[config.mk]
export PLATFORM = sky130hd
export DESIGN_NAME = sw_input_scanner
export DESIGN_NICKNAME = d
export VERILOG_FILES = /design/src/rtl/sw_input_scanner.sv
export SDC_FILE = /design/constraint.sdc
export NUM_CORES = 1
export LEC_CHECK = 0
export ABC_AREA = 1
export CAP_MARGIN = 20
export CORE_UTILIZATION = 60
export CTS_CLUSTER_DIAMETER = 100
export DETAILED_ROUTE_END_ITERATION = 7
export PLACE_DENSITY = 0.85
export RECOVER_POWER = 25
export SLEW_MARGIN = 0
export SYNTH_ARGS = -nofsm -noshare
export SYNTH_HDL_FRONTEND = slang
export SYNTH_SLANG_ARGS = --single-unit
[constraint.sdc]
create_clock -name clk -period 4.9 [get_ports clk]
set_input_delay 0.735 -clock clk [delete_from_list [all_inputs] [get_ports clk]]
set_output_delay 0.735 -clock clk [all_outputs]
set_load 0.02 [all_outputs]
[src/rtl/sw_input_scanner.sv]
// sw_input_scanner: samples WIDTH raw board switches, synchronises and debounces
// them, and reports each debounced transition as one event over valid/ready.
//
// Ports:
//   clk          system clock, all logic on posedge
//   rst          synchronous reset, active-low
//   sw_raw       asynchronous raw switch levels
//   sw_stable    debounced switch levels
//   evt_valid    change event presented
//   evt_ready    consumer accepts event when evt_valid && evt_ready
//   evt_idx      index of the switch that changed
//   evt_rise     1 = new level high, 0 = new level low
//   evt_overflow sticky: a pending event was overwritten before being sent
//
// Build option: define SW_DEBOUNCE_BYPASS_EN to drop the tick counter and
// sample history; sw_stable then follows the synchroniser every cycle.
module sw_input_scanner #(
  parameter int unsigned WIDTH           = 16,
  parameter int unsigned DEBOUNCE_CYCLES = 500000,
  parameter int unsigned IDX_W           = $clog2(WIDTH)
) (
  input  logic             clk,
  input  logic             rst,
  input  logic [WIDTH-1:0] sw_raw,
  output logic [WIDTH-1:0] sw_stable,
  output logic             evt_valid,
  input  logic             evt_ready,
  output logic [IDX_W-1:0] evt_idx,
  output logic             evt_rise,
  output logic             evt_overflow
);

  logic [WIDTH-1:0] sync_q1, sync_q2;
  logic [WIDTH-1:0] stable_d;

  // Two-flop synchroniser per switch
  always_ff @(posedge clk) begin
    if (!rst) begin
      sync_q1 <= '0;
      sync_q2 <= '0;
    end else begin
      sync_q1 <= sw_raw;
      sync_q2 <= sync_q1;
    end
  end

`ifdef SW_DEBOUNCE_BYPASS_EN
  assign stable_d = sync_q2;
`else
  localparam int unsigned CNT_W = $clog2(DEBOUNCE_CYCLES) + 1;

  logic [CNT_W-1:0] tick_cnt;
  logic             tick;
  logic [WIDTH-1:0] hist_old, hist_new;
  logic [WIDTH-1:0] agree;

  assign tick = (tick_cnt == CNT_W'(DEBOUNCE_CYCLES - 1));

  // Debounce sample strobe
  always_ff @(posedge clk) begin
    if (!rst)      tick_cnt <= '0;
    else if (tick) tick_cnt <= '0;
    else           tick_cnt <= tick_cnt + CNT_W'(1);
  end

  // Two previous tick samples per switch
  always_ff @(posedge clk) begin
    if (!rst) begin
      hist_old <= '0;
      hist_new <= '0;
    end else if (tick) begin
      hist_old <= hist_new;
      hist_new <= sync_q2;
    end
  end

  // A bit is accepted only when the current sample matches the two before it
  assign agree    = ~(hist_old ^ hist_new) & ~(hist_new ^ sync_q2);
  assign stable_d = tick ? ((sw_stable & ~agree) | (sync_q2 & agree)) : sw_stable;
`endif

  logic [WIDTH-1:0] pend, pend_d;
  logic [WIDTH-1:0] dir, dir_d;
  logic [WIDTH-1:0] chg, clr;
  logic             empty, have_pend, load, ovf_d, valid_d, rise_d;
  logic [IDX_W-1:0] sel_idx, idx_d;

  // Next-state for pending set and event output register
  always_comb begin
    have_pend = 1'b0;
    sel_idx   = '0;
    valid_d   = evt_valid;
    idx_d     = evt_idx;
    rise_d    = evt_rise;

    chg   = stable_d ^ sw_stable;
    empty = !evt_valid || evt_ready;

    // Lowest pending index wins
    for (int unsigned i = 0; i < WIDTH; i++) begin
      if (pend[i] && !have_pend) begin
        have_pend = 1'b1;
        sel_idx   = IDX_W'(i);
      end
    end

    load = empty && have_pend;
    clr  = load ? (WIDTH'(1) << sel_idx) : '0;

    // A new change on a bit being loaded re-arms it without counting as overflow
    pend_d = (pend & ~clr) | chg;
    dir_d  = (dir & ~chg) | (stable_d & chg);
    ovf_d  = evt_overflow | (|(chg & pend & ~clr));

    if (empty) begin
      valid_d = have_pend;
      if (have_pend) begin
        idx_d  = sel_idx;
        rise_d = dir[sel_idx];
      end
    end
  end

  // State and output registers
  always_ff @(posedge clk) begin
    if (!rst) begin
      sw_stable    <= '0;
      pend         <= '0;
      dir          <= '0;
      evt_valid    <= 1'b0;
      evt_idx      <= '0;
      evt_rise     <= 1'b0;
      evt_overflow <= 1'b0;
    end else begin
      sw_stable    <= stable_d;
      pend         <= pend_d;
      dir          <= dir_d;
      evt_valid    <= valid_d;
      evt_idx      <= idx_d;
      evt_rise     <= rise_d;
      evt_overflow <= ovf_d;
    end
  end

endmodule

# After elaboration in Yosys (flattened, before gate mapping)
# Index checks and enable logic that the tools add are counted.
# W data, S select, Z words.
op_classes:
  n_addsub: 1
  n_mul: 0
  div: 0
  n_lt_le_gt_ge: 1
  n_eq_ne: 1
  n_shift: 1
  mux: 35
  n_bitwise: 21
  reduce_logical: 36
op_table:
  columns: ["op", "count"]
  rows:
  - ["$and A16 B16 Y16", 8]
  - ["$not A16 Y16", 5]
  - ["$mux W4", 14]
  - ["$or A16 B16 Y16", 3]
  - ["$xor A16 B16 Y16", 3]
  - ["$mux W16", 2]
  - ["$add A20 B1 Y20 const B", 1]
  - ["$eq A20 B19 Y1 const B", 1]
  - ["$mux W1", 18]
  - ["$logic_and A1 B1 Y1", 16]
  - ["$logic_not A1 Y1", 16]
  - ["$reduce_or A16 Y1", 1]
  - ["$shl A1 B4 Y16 const A", 1]
  - ["$lt A4 B5 Y1 const B", 1]
  - ["$bmux W1 S4", 1]
  - ["$reduce_and A2 Y1", 1]
  - ["$reduce_or A2 Y1", 1]
  - ["$logic_or A1 B1 Y1", 1]
  - ["$not A1 Y1", 1]
  - ["$or A1 B1 Y1", 1]
totals:
  register_bits: 139
  latch_bits: 0
  ram_bits: 0
  mem_bits_ro: 0
  output_inout_bits: 23
  wordCells: 108
  mem_count: 0

# Logic depth before layout (Yosys ltp)
# Gate-level depths: netlist of run 1.
depth:
  ltp_word: 52
  mapped_depth: 22
  ltp_nobuf: 21

# Least setup slack after synthesis of run 1
# OpenSTA, ideal clock, no wires.
synth_path:
  path_kind: "reg-to-reg"
  from: "register tick_cnt[0]"
  to: "register evt_overflow"
  t_arrival_ns: 2.024
  required_ns: 4.791
  slack_ns: 2.768
  stages_incl_launch_ff: 22
  path_buffers: 1
  path_cell_list: "dfxtp_1 -> ha_1 -> nand2_1 -> inv_2 -> nand2_1 -> nor2_1 -> nand3_4 -> clkinv_4 -> buf_12 -> nand2_4 -> o21ai_2 -> nand2_2 -> nand2_2 -> nor2_1 -> nand2_1 -> nand2_1 -> clkinv_1 -> nand2_1 -> nor2_1 -> nand3_1 -> nand2_1 -> inv_1"
synth_between:
  elab_chain_cells: 7
synth_rtl:
  columns: ["item", "line_no", "rtl"]
  rows:
  - ["from (decl)", "52", "logic [CNT_W-1:0] tick_cnt;"]
  - ["from (signal assigned)", "63", "else tick_cnt <= tick_cnt + CNT_W'(1);"]
  - ["$eq A20 B19 Y1", "57", "assign tick = (tick_cnt == CNT_W'(DEBOUNCE_CYCLES - 1));"]
  - ["$mux W16", "79", "assign stable_d = tick ? ((sw_stable & ~agree) | (sync_q2 & agree)) : sw_stable;"]
  - ["$xor A16 B16 Y16", "96", "chg = stable_d ^ sw_stable;"]
  - ["$and A16 B16 Y16 (2 in series)", "113", "ovf_d = evt_overflow | (|(chg & pend & ~clr));"]
  - ["$reduce_or A16 Y1", "113", null]
  - ["$or A1 B1 Y1", "113", null]
  - ["to (signal assigned)", "141", "evt_overflow <= ovf_d;"]
  - ["to (decl)", "30", "output logic evt_overflow"]
# Every way passes these cells.
# A chain may end at the register's enable or synchronous reset.

# Worst setup path after layout of run 1
layout_path:
  from: "input rst"
  to: "register hist_old[3]"
layout_lines:
  columns: ["item", "line_no", "rtl"]
  rows:
  - ["from (decl)", "23", "input logic rst,"]
  - ["to (signal assigned)", "72", "hist_old <= hist_new;"]
  - ["to (decl)", "54", "logic [WIDTH-1:0] hist_old, hist_new;"]
# No word-level cell between the ends.

==> results of run 1 <==
==> cell usage in the layout, fill, tap and decap left out, types with 16 or more instances in the layout <==
master / Yosys / final
inv_1: 115 / 114
o21ai_0: 45 / 45
a21oi_1: 67 / 67
clkdlybuf4s50_1: 0 / 40
inv_2: 15 / 16
nand2_2: 17 / 17
dfxtp_1: 139 / 139
nor2_1: 62 / 62
nand2_1: 222 / 222
xor2_1: 34 / 34
nand3_1: 55 / 55
clkbuf_16: 0 / 16
==> path summary, 6_finish.rpt <==
kind         cells after the start            to  slack [ns]
min reg2reg                      2   sync_q2[13]        0.41
min                              2   sync_q2[13]        0.41
max reg2reg                     17  evt_overflow        2.24
max                              5   hist_old[3]        1.47
==> power by group through the flow <==
| stage | Combinational [uW] | Sequential (uW) | Clock [uW] |
|---|---|---|---|
| global placement | 54.9 | 1180 | 0 |
| floorplan | 34.1 | 1180 | 0 |
| global route | 65.2 | 1150 | 1340 |
| detailed placement | 56.6 | 1180 | 0 |
| finish | 57.7 | 1150 | 1260 |
| CTS | 57.4 | 1150 | 1280 |
==> layout make-up <==
cell class	count	area [um^2]
clock buffer	17	414
timing repair buffer	45	429
clock inverter	14	174
multi-input combinational	609	3240
tap	140	175
inverter	133	504
fill	860	3120
sequential	139	2780
==> cell families (layout without fill, tap and decap cells) <==
logic type      Yosys count  after routing
flops                   139            139
simple gates            420            420
compound gates          150            150
fa+ha+maj                 1              1
mux                       1              1
buf+inv                 159            209
xor+xnor                 37             37
==> metrics by stage <==
step	hold slack, ns	power [uW]	cells
after floorplan	0.390	1210	907
after global placement	0.392	1230	1066
after detailed placement	0.397	1230	1066
after CTS	0.408	2490	1097
after global routing	0.430	2560	1097
final	0.407	2480	1097
==> worst min-delay path, delay by kind of cell (launching register included) <==
kind | cells | cell delay (ns)
buf+inv | 1 | 0.04
flops | 1 | 0.30
simple gates | 1 | 0.05
==> layer usage <==
layer | track usage (%) | routed length [um]
met2 | 38.1 | 6190
met4 | 12.1 | 287
met3 | 4.96 | 571
met1 | 33.8 | 6640
met5 | 0 | 0
==> Yosys cell counts, types with 2 or more instances <==
master / n / share of area [%]
a21oi_1: 67 / 5.0
a31oi_1: 2 / 0.19
buf_12: 2 / 0.60
clkbuf_1: 20 / 1.1
clkinv_1: 2 / 0.11
dfxtp_1: 139 / 42
inv_1: 115 / 6.5
inv_2: 15 / 0.84
nand2_1: 222 / 12
nand2_2: 17 / 1.6
nand2_4: 13 / 2.2
nand3_1: 55 / 4.1
nand3_4: 2 / 0.52
nand4_1: 14 / 1.3
nand4_2: 3 / 0.56
nor2_1: 62 / 3.5
nor2_2: 5 / 0.47
nor2_4: 4 / 0.67
nor3_1: 14 / 1.0
nor4_1: 3 / 0.28
o21ai_0: 45 / 3.4
o21ai_1: 2 / 0.15
o21ai_2: 13 / 1.7
o21ai_4: 3 / 0.73
o31ai_1: 14 / 1.6
xor2_1: 34 / 4.5
xor2_2: 2 / 0.49
==> reports/qor.txt, run 1 <==
status: finished with violations
failing checks: capacitance limit, slew limit
sequential share of the synthesized area: 41.7%
crit path time final: 3.43 ns
Post-DP HPWL: 9240 um
Detail Route Antenna Nets: 0
# hold bufs at CTS: 0
multiplexer share of the synthesized area: 0.169%
routed len/inst: 12.5 um
clock sinks: 139
Die Area: 11600 um^2
Mapped Cells: 907
Buffers & Inverters on Critical Path: 4
Power Dens Cells: 321 nW/um^2
TritonCTS clock tree: built
post-synthesis adder-cell area fraction: 0.187%
Cell Area, Synth: 6680 um^2
die span in y: 108 um
Max-Cap Viols: 1
class of the worst hold path: reg2reg
post-layout util: 71.2%
Comb pwr share: 2.3%
Core ar.: 10800 um^2
cell area after layout: 7720 um^2
clock buffer depth: 2
layout cells sized above 1: 12.3%
post-synthesis simple-gate area fraction: 29.9%
Final Slew Violations: 55
crit path cell chain: buf_2 > clkbuf_1 > inv_2 > clkbuf_2 > o31ai_1
PortBufs: 41
leakage: 0.00348 uW
Clk network pwr share: 51.1%
routability cong.: 0.917
largest family of logic cells by synthesized area: simple AND/OR/NAND/NOR gates
First-pass DRT Iterations: 5
largest net degree at the start of global routing: 67
crit path max fanout: 66
critical path required time: 5.32 ns
fin nets: 965
Total Wirelength: 13700 um
Tcrit/Tclk final: 70.0%
switching pwr: 532 uW
Mean Syn Cell Area: 7.36 um^2
synthesized net count: 927
clk slew on worst S/H paths: 0.06 ns
Worst setup startpoint: rst
setup TNS: 0 ns
H-tree depth: 4
Root Buffer: clkbuf_8
Startpoint Class: input pin
HP Start: sync_q1[13]
Final Skew: 0.0104 ns
Vias: 5703
Starting DRT DRC Count: 323
placed instance area: 7140 um^2
Worst path slowest cell: clkbuf_1
worst slack at placement: 2.30 ns
Initial Utilization: 61.6%
Die W: 108 um
Synth Area in Compound Gates: 13.2%
CP peak stage delay: 1.58 ns
R2R Path Start: tick_cnt[0]
Remaining Overflow, GRT: 0
postcts setup bufs: 0
Pint: 1940 uW
cell family with most CP delay: buffers and inverters
Worst VDD drop: 0.000291 V
Primary FF master, synth: dfxtp_1
unrepaired setup endpoints after global routing: false
DR vias/cell: 5.20
Layout area overhead: 15.5%
initial antenna violation count: 0
post-synthesis cell type count: 45
CP Capture Type: register
# IOs: 42
final setup fails: 0
fmax: 291 MHz
# rows: 38
fraction of registers with async set or reset after synthesis: 0%
Sw Share: 21.5%
Synth Area in XOR/XNOR: 5.08%
CTS resizes: 0
critical path class: in2reg
vias in the first global route: 5155
Final WS setup: 1.47 ns
overall routing resource usage: 25.0%
Worst slew margin: -47.7%
clk_lat worst skew: 0.53 ns
CP arrival: 3.85 ns
Reg power frac: 46.6%
Yosys warnings: 0
Post-synth EDFFs: 0
Inserted Clock Buffers: 17
worst slew pin tran: 2.22 ns
Yosys reg bits: 139
Ant. Diodes: 0
DRC violation count after routing: 0
wire length of the first global-routing pass: 22900 um
endpoints failing hold: 0
(Power assumes the default switching activity.)
==> inputs of run 2 (changes only) <==
--- a/config.mk
+++ b/config.mk
@@ -7,10 +7,10 @@
 export LEC_CHECK = 0
 export ABC_AREA = 1
 export CAP_MARGIN = 20
-export CORE_UTILIZATION = 60
+export CORE_UTILIZATION = 59
 export CTS_CLUSTER_DIAMETER = 100
 export DETAILED_ROUTE_END_ITERATION = 7
-export PLACE_DENSITY = 0.85
+export PLACE_DENSITY = 0.83
 export RECOVER_POWER = 25
 export SLEW_MARGIN = 0
 export SYNTH_ARGS = -nofsm -noshare
==> constraint.sdc (replaced) <==
create_clock -name clk -period 3.4 [get_ports clk]
set_input_delay 0.51 -clock clk [delete_from_list [all_inputs] [get_ports clk]]
set_output_delay 0.51 -clock clk [all_outputs]
set_load 0.02 [all_outputs]
==> run 2 against run 1 <==
Net effect:
- the flow still finishes with violations (capacitance limit, slew limit)
- sequential cell count unchanged
- clock-buffer cell count increased by 3
- final area is 0.71% lower
- routed wire length down 0.91%
- critical endpoint is now evt_overflow
- sequential share of layout area rose by 0.26 points
- clock power grew 33%
- die area increased by 1.7%
- combinational power up 42%
- clock skew down 0.0029 ns
- core utilization shrank 1.1 points
- global-route usage grew 0.32 points
- critical path depth up 15
- critical path type is now reg2reg
==> reports/qor.txt, run 2 (synthesized netlist as in run 1, its figures left out) <==
status: finished with violations
failing checks: capacitance limit, slew limit
Tcrit/Tclk final: 78.0%
initial antenna violation count: 0
PortBufs: 41
Power Dens Cells: 446 nW/um^2
Die W: 108 um
layout cells sized above 1: 11.9%
final setup fails: 0
R2R Path Start: tick_cnt[0]
Ant. Diodes: 0
wire length of the first global-routing pass: 23200 um
CP peak stage delay: 0.40 ns
final hold slack: 0.409 ns
WL met1: 6590 um
Core ar.: 10900 um^2
met2 WL: 6030 um
critical path class: reg2reg
critical path required time: 3.71 ns
fill count: 895
clock buffer depth: 2
leakage: 0.00349 uW
class of the worst hold path: reg2reg
crit path time final: 2.65 ns
unrepaired setup endpoints after global routing: false
routability cong.: 0.938
die span in y: 108 um
vias in the first global route: 5225
clock sinks: 139
postcts setup bufs: 0
clk slew on worst S/H paths: 0.05 ns
fin nets: 965
fmax: 377 MHz
Multi-input gate area: 3240 um^2
Post-DP HPWL: 9180 um
crit path cell chain: ha_1 > nand2_1 > inv_2 > nand2_1 > nor2_1 > nand3_4 > clkinv_4 > nand2_4 > o21ai_2 > nand2_1 > nand2_1 > nor2_1 > nand2_1 > nand2_1 > inv_2 > nand2_1 > nor2_1 > nand3_1 > nand2_1 > inv_1
# IOs: 42
crit path max fanout: 32
Initial Utilization: 61.1%
routed len/inst: 12.4 um
Remaining Overflow, GRT: 0
Startpoint Class: register
met3 routed WL: 676 um
CP Depth: 20
Detail Route Antenna Nets: 0
CP Capture Type: register
Die Area: 11700 um^2
FF-to-FF setup slack: 0.75 ns
Layout Cells excl Fill: 1095
clk_lat worst skew: 0.42 ns
DRC violation count after routing: 0
First-pass DRT Iterations: 5
HP Start: sync_q1[9]
endpoints failing hold: 0
Total Wirelength: 13600 um
H-tree depth: 4
DR vias/cell: 5.20
most frequent cells in the layout: nand2_1 (222), dfxtp_1 (139), inv_1 (114)
Max-Cap Viols: 1
FF-to-FF End: evt_overflow
overall routing resource usage: 25.3%
Buffers & Inverters on Critical Path: 4
placed instance area: 7140 um^2
Inserted Clock Buffers: 17
Vias: 5689
worst slew pin tran: 2.09 ns
cell family with most CP delay: simple AND/OR/NAND/NOR gates
CP most frequent cell: nand2_1
Worst slew margin: -39.1%
CTS resizes: 0
Worst VDD drop: 0.000378 V
cell area after layout: 7660 um^2
CP endpoint: evt_overflow
Starting DRT DRC Count: 341
Worst setup startpoint: tick_cnt[0]
TritonCTS clock tree: built
# rows: 38
Root Buffer: clkbuf_16
largest net degree at the start of global routing: 54
most common cell after layout, fill and taps aside: nand2_1
Top Metal Used: met4
Final Slew Violations: 54
Worst path slowest cell: clkinv_4
# hold bufs at CTS: 0
Layout area overhead: 14.7%
setup TNS: 0 ns
storage element area: 2780 um^2
Final Skew: 0.00752 ns
FF-to-FF path depth: 20
DP Cell Count: 1066
CP arrival: 2.96 ns
[run 2: changes by cell type in the layout (fill, tap and decap cells not counted), sizes merged]
| cell | before | now |
|---|---|---|
| inv | 131 | 130 |
| clkdlybuf4s50 | 40 | 32 |
| clkinvlp | 4 | 2 |
| dlygate4sd3 | 0 | 8 |
| clkbuf | 19 | 22 |
| bufinv | 3 | 1 |
[run 2: worst register-to-register path: stages (launching register included)]
cell and delay [ns]:
dfxtp_1 0.35, ha_1 0.17, nand2_1 0.07, inv_2 0.06, nand2_1 0.12, nor2_1 0.21, nand3_4 0.17, clkinv_4 0.40
nand2_4 0.09, o21ai_2 0.08, nand2_1 0.07, nand2_1 0.14, nor2_1 0.06, nand2_1 0.06, nand2_1 0.06, inv_2 0.04
nand2_1 0.06, nor2_1 0.12, nand3_1 0.08, nand2_1 0.06, inv_1 0.06
[run 2: area by class of cell]
class / instances / share of cell area, %
multi-input cells: 609 / 42.3
flip-flops and latches: 139 / 36.3
inverters: 133 / 6.58
clock buffers: 20 / 5.96
repair buffers: 45 / 5.62
well taps: 140 / 2.29
clock inverters: 9 / 0.980
[run 2: worst min-delay path by stage]
stage / slack, ns / cells after the start / to
after global placement: 0.39 / 2 / sync_q2[2]
after CTS: 0.41 / 2 / sync_q2[0]
final: 0.41 / 2 / sync_q2[9]
after floorplan: 0.39 / 2 / sync_q2[0]
after global routing: 0.43 / 2 / sync_q2[6]
after detailed placement: 0.40 / 2 / sync_q2[0]
[run 2: where the power goes]
group	internal, uW	switching [uW]
clock network	1020	655
registers	1650	12.5
logic	35.3	47.0
[run 2: metal layers]
| layer | GRT usage (%) | vias to the layer above |
|---|---|---|
| met5 | 0 | - |
| met4 | 10.5 | 0 |
| met3 | 5.85 | 26 |
| met2 | 40.0 | 163 |
| met1 | 33.2 | 2525 |
| li1 | - | 2975 |
[run 2: through the flow]
stage,utilization (%),setup slack [ns],total power (uW)
floorplan,-,1.27,1740
global placement,65.3,0.875,1780
CTS,70.1,0.797,3440
finish,70.1,0.749,3420
detailed placement,65.3,0.810,1780
global route,70.1,0.422,3540
==> inputs of run 3 (changes only) <==
--- a/config.mk
+++ b/config.mk
@@ -7,10 +7,10 @@
 export LEC_CHECK = 0
 export ABC_AREA = 1
 export CAP_MARGIN = 20
-export CORE_UTILIZATION = 59
+export CORE_UTILIZATION = 54
 export CTS_CLUSTER_DIAMETER = 100
 export DETAILED_ROUTE_END_ITERATION = 7
-export PLACE_DENSITY = 0.83
+export PLACE_DENSITY = 0.81
 export RECOVER_POWER = 25
 export SLEW_MARGIN = 0
 export SYNTH_ARGS = -nofsm -noshare
==> constraint.sdc (replaced) <==
create_clock -name clk -period 2.4 [get_ports clk]
set_input_delay 0.36 -clock clk [delete_from_list [all_inputs] [get_ports clk]]
set_output_delay 0.36 -clock clk [all_outputs]
set_load 0.02 [all_outputs]
==> run 3 against run 2 <==
Net effect:
- the run now ends clean
- final cell count rose by 3.7%
- worst setup slack got worse by 0.65 ns
- sequential cell count did not move
- critical endpoint unchanged
- largest power group unchanged
==> reports/qor.txt, run 3 (synthesized netlist as in run 1, its figures left out) <==
# rows: 40
Inserted Clock Buffers: 17
Initial Utilization: 55.6%
CP arrival: 2.67 ns
Sw Share: 20.4%
WHS Path Cells: 5
FF-to-FF setup slack: 0.1 ns
First-pass DRT Iterations: 7
H-tree depth: 4
Final Skew: 0.00702 ns
layout cells sized above 1: 17.0%
leakage: 0.00371 uW
critical path class: reg2reg
routability cong.: 0.912
Detail Route Antenna Nets: 0
Max-Cap Viols: 0
endpoints failing hold: 0
Power Dens Cells: 658 nW/um^2
Reg power frac: 44.0%
routed len/inst: 12.4 um
Clk network pwr share: 53.8%
Root Buffer: clkbuf_16
Total Wirelength: 14100 um
Ant. Diodes: 0
Worst VDD drop: 0.000547 V
FF-to-FF End: evt_overflow
# hold bufs at CTS: 0
unrepaired setup endpoints after global routing: true
R2R Path Start: pend[0]
initial antenna violation count: 0
clk_lat worst skew: 0.42 ns
wire length of the first global-routing pass: 23600 um
die span in y: 113 um
worst slack at placement: 0.0779 ns
Core ar.: 12000 um^2
overall routing resource usage: 23.0%
crit path max fanout: 4
Final Slew Violations: 0
final setup fails: 0
Worst slew margin: 51.3%
most frequent cells in the layout: nand2_1 (219), dfxtp_1 (135), inv_1 (114)
fin nets: 996
# IOs: 42
TritonCTS clock tree: built
DRC violation count after routing: 0
HP Start: rst
fill count: 985
Remaining Overflow, GRT: 0
Comb pwr share: 2.2%
cell family with most CP delay: simple AND/OR/NAND/NOR gates
Final WS setup: 0.0966 ns
CP Capture Type: register
clock sinks: 139
Worst path slowest cell: dfxtp_2
CP most frequent cell: nand2_1
status: completed
Vias: 5806
Tcrit/Tclk final: 96.0%
Layout Cells excl Fill: 1136
worst slew pin tran: 0.730 ns
Starting DRT DRC Count: 316
Pint: 4260 uW
fmax: 434 MHz
clock buffer depth: 2
vias in the first global route: 5199
largest net degree at the start of global routing: 67
Die Area: 12800 um^2
crit path cell chain: nor2_4 > nand2_1 > nor2_2 > nand4_1 > nor2_2 > nand4_1 > nor2_2 > nand4_4 > buf_4 > nand3_1 > nand2_1 > nand2_1 > clkinv_1 > nand3_1 > nor2_1 > nand3_1 > nand2_1 > inv_1
FF-to-FF path depth: 18
Buffers & Inverters on Critical Path: 3
CP peak stage delay: 0.34 ns
critical path required time: 2.77 ns
Startpoint Class: register
PortBufs: 41
Die W: 113 um
clk slew on worst S/H paths: 0.06 ns
most common cell after layout, fill and taps aside: nand2_1
Post-DP HPWL: 9700 um
DP Cell Count: 1090
crit path time final: 2.30 ns
switching pwr: 1090 uW
hold path endpoint: tick_cnt[11]
Layout area overhead: 21.8%
DR vias/cell: 5.11
class of the worst hold path: in2reg
run 3: layout make-up:
| type | count | area [um^2] | area share, % |
|---|---|---|---|
| repair buffers | 76 | 688 | 8.46 |
| flip-flops and latches | 139 | 2790 | 34.3 |
| well taps | 147 | 184 | 2.26 |
| clock buffers | 18 | 439 | 5.40 |
| clock inverters | 14 | 219 | 2.69 |
| inverters | 133 | 514 | 6.32 |
| multi-input cells | 609 | 3300 | 40.6 |
run 3: worst min-delay path: cells and delay by family:
family | cells | cell delay [ns]
and+or+nand+nor | 3 | 0.23
buffers and inverters | 2 | 0.17
run 3: metal layers:
layer | track usage, % | wire, um
met5 | 0 | 0
met3 | 5.68 | 692
met2 | 36.7 | 6430
met1 | 30.2 | 6720
met4 | 8.60 | 251
run 3: worst max-delay path by stage:
stage          slack, ns           end         from  depth (start not counted)
2_1_floorplan       0.27  evt_overflow  tick_cnt[0]                         21
3_3_place_gp         0.1  evt_overflow      pend[2]                         19
3_5_place_dp        0.08  evt_overflow  tick_cnt[0]                         21
4_1_cts             0.04  evt_overflow      pend[3]                         19
5_1_grt            -0.08      evt_rise      pend[3]                         17
6_report             0.1  evt_overflow      pend[0]                         18
run 3: repair_timing:
item | CTS | global route
resized for setup | 0 | 26
endpoints found under the setup margin | 0 | 9
setup buffers | 0 | 14
run 3: through the flow:
| stage | hold WS (ns) | power (uW) | area, um^2 | setup TNS, ns | util [%] |
|---|---|---|---|---|---|
| after global placement | 0.392 | 2520 | 7280 | 0 | 60.6 |
| after detailed placement | 0.397 | 2520 | 7280 | 0 | 60.6 |
| after global routing | 0.407 | 5520 | 8140 | -0.144 | 67.7 |
| final | 0.384 | 5350 | 8140 | 0 | 67.7 |
| after CTS | 0.378 | 5390 | 7940 | 0 | 66.1 |
| after floorplan | 0.390 | 2470 | 6680 | 0 | - |
run 3: power by group through the flow:
stage	registers, uW	clock network [uW]	logic [uW]
after floorplan	2400	0	69.7
after detailed placement	2410	0	117
after global routing	2360	3030	132
final	2360	2880	116
after global placement	2400	0	115
after CTS	2350	2920	117
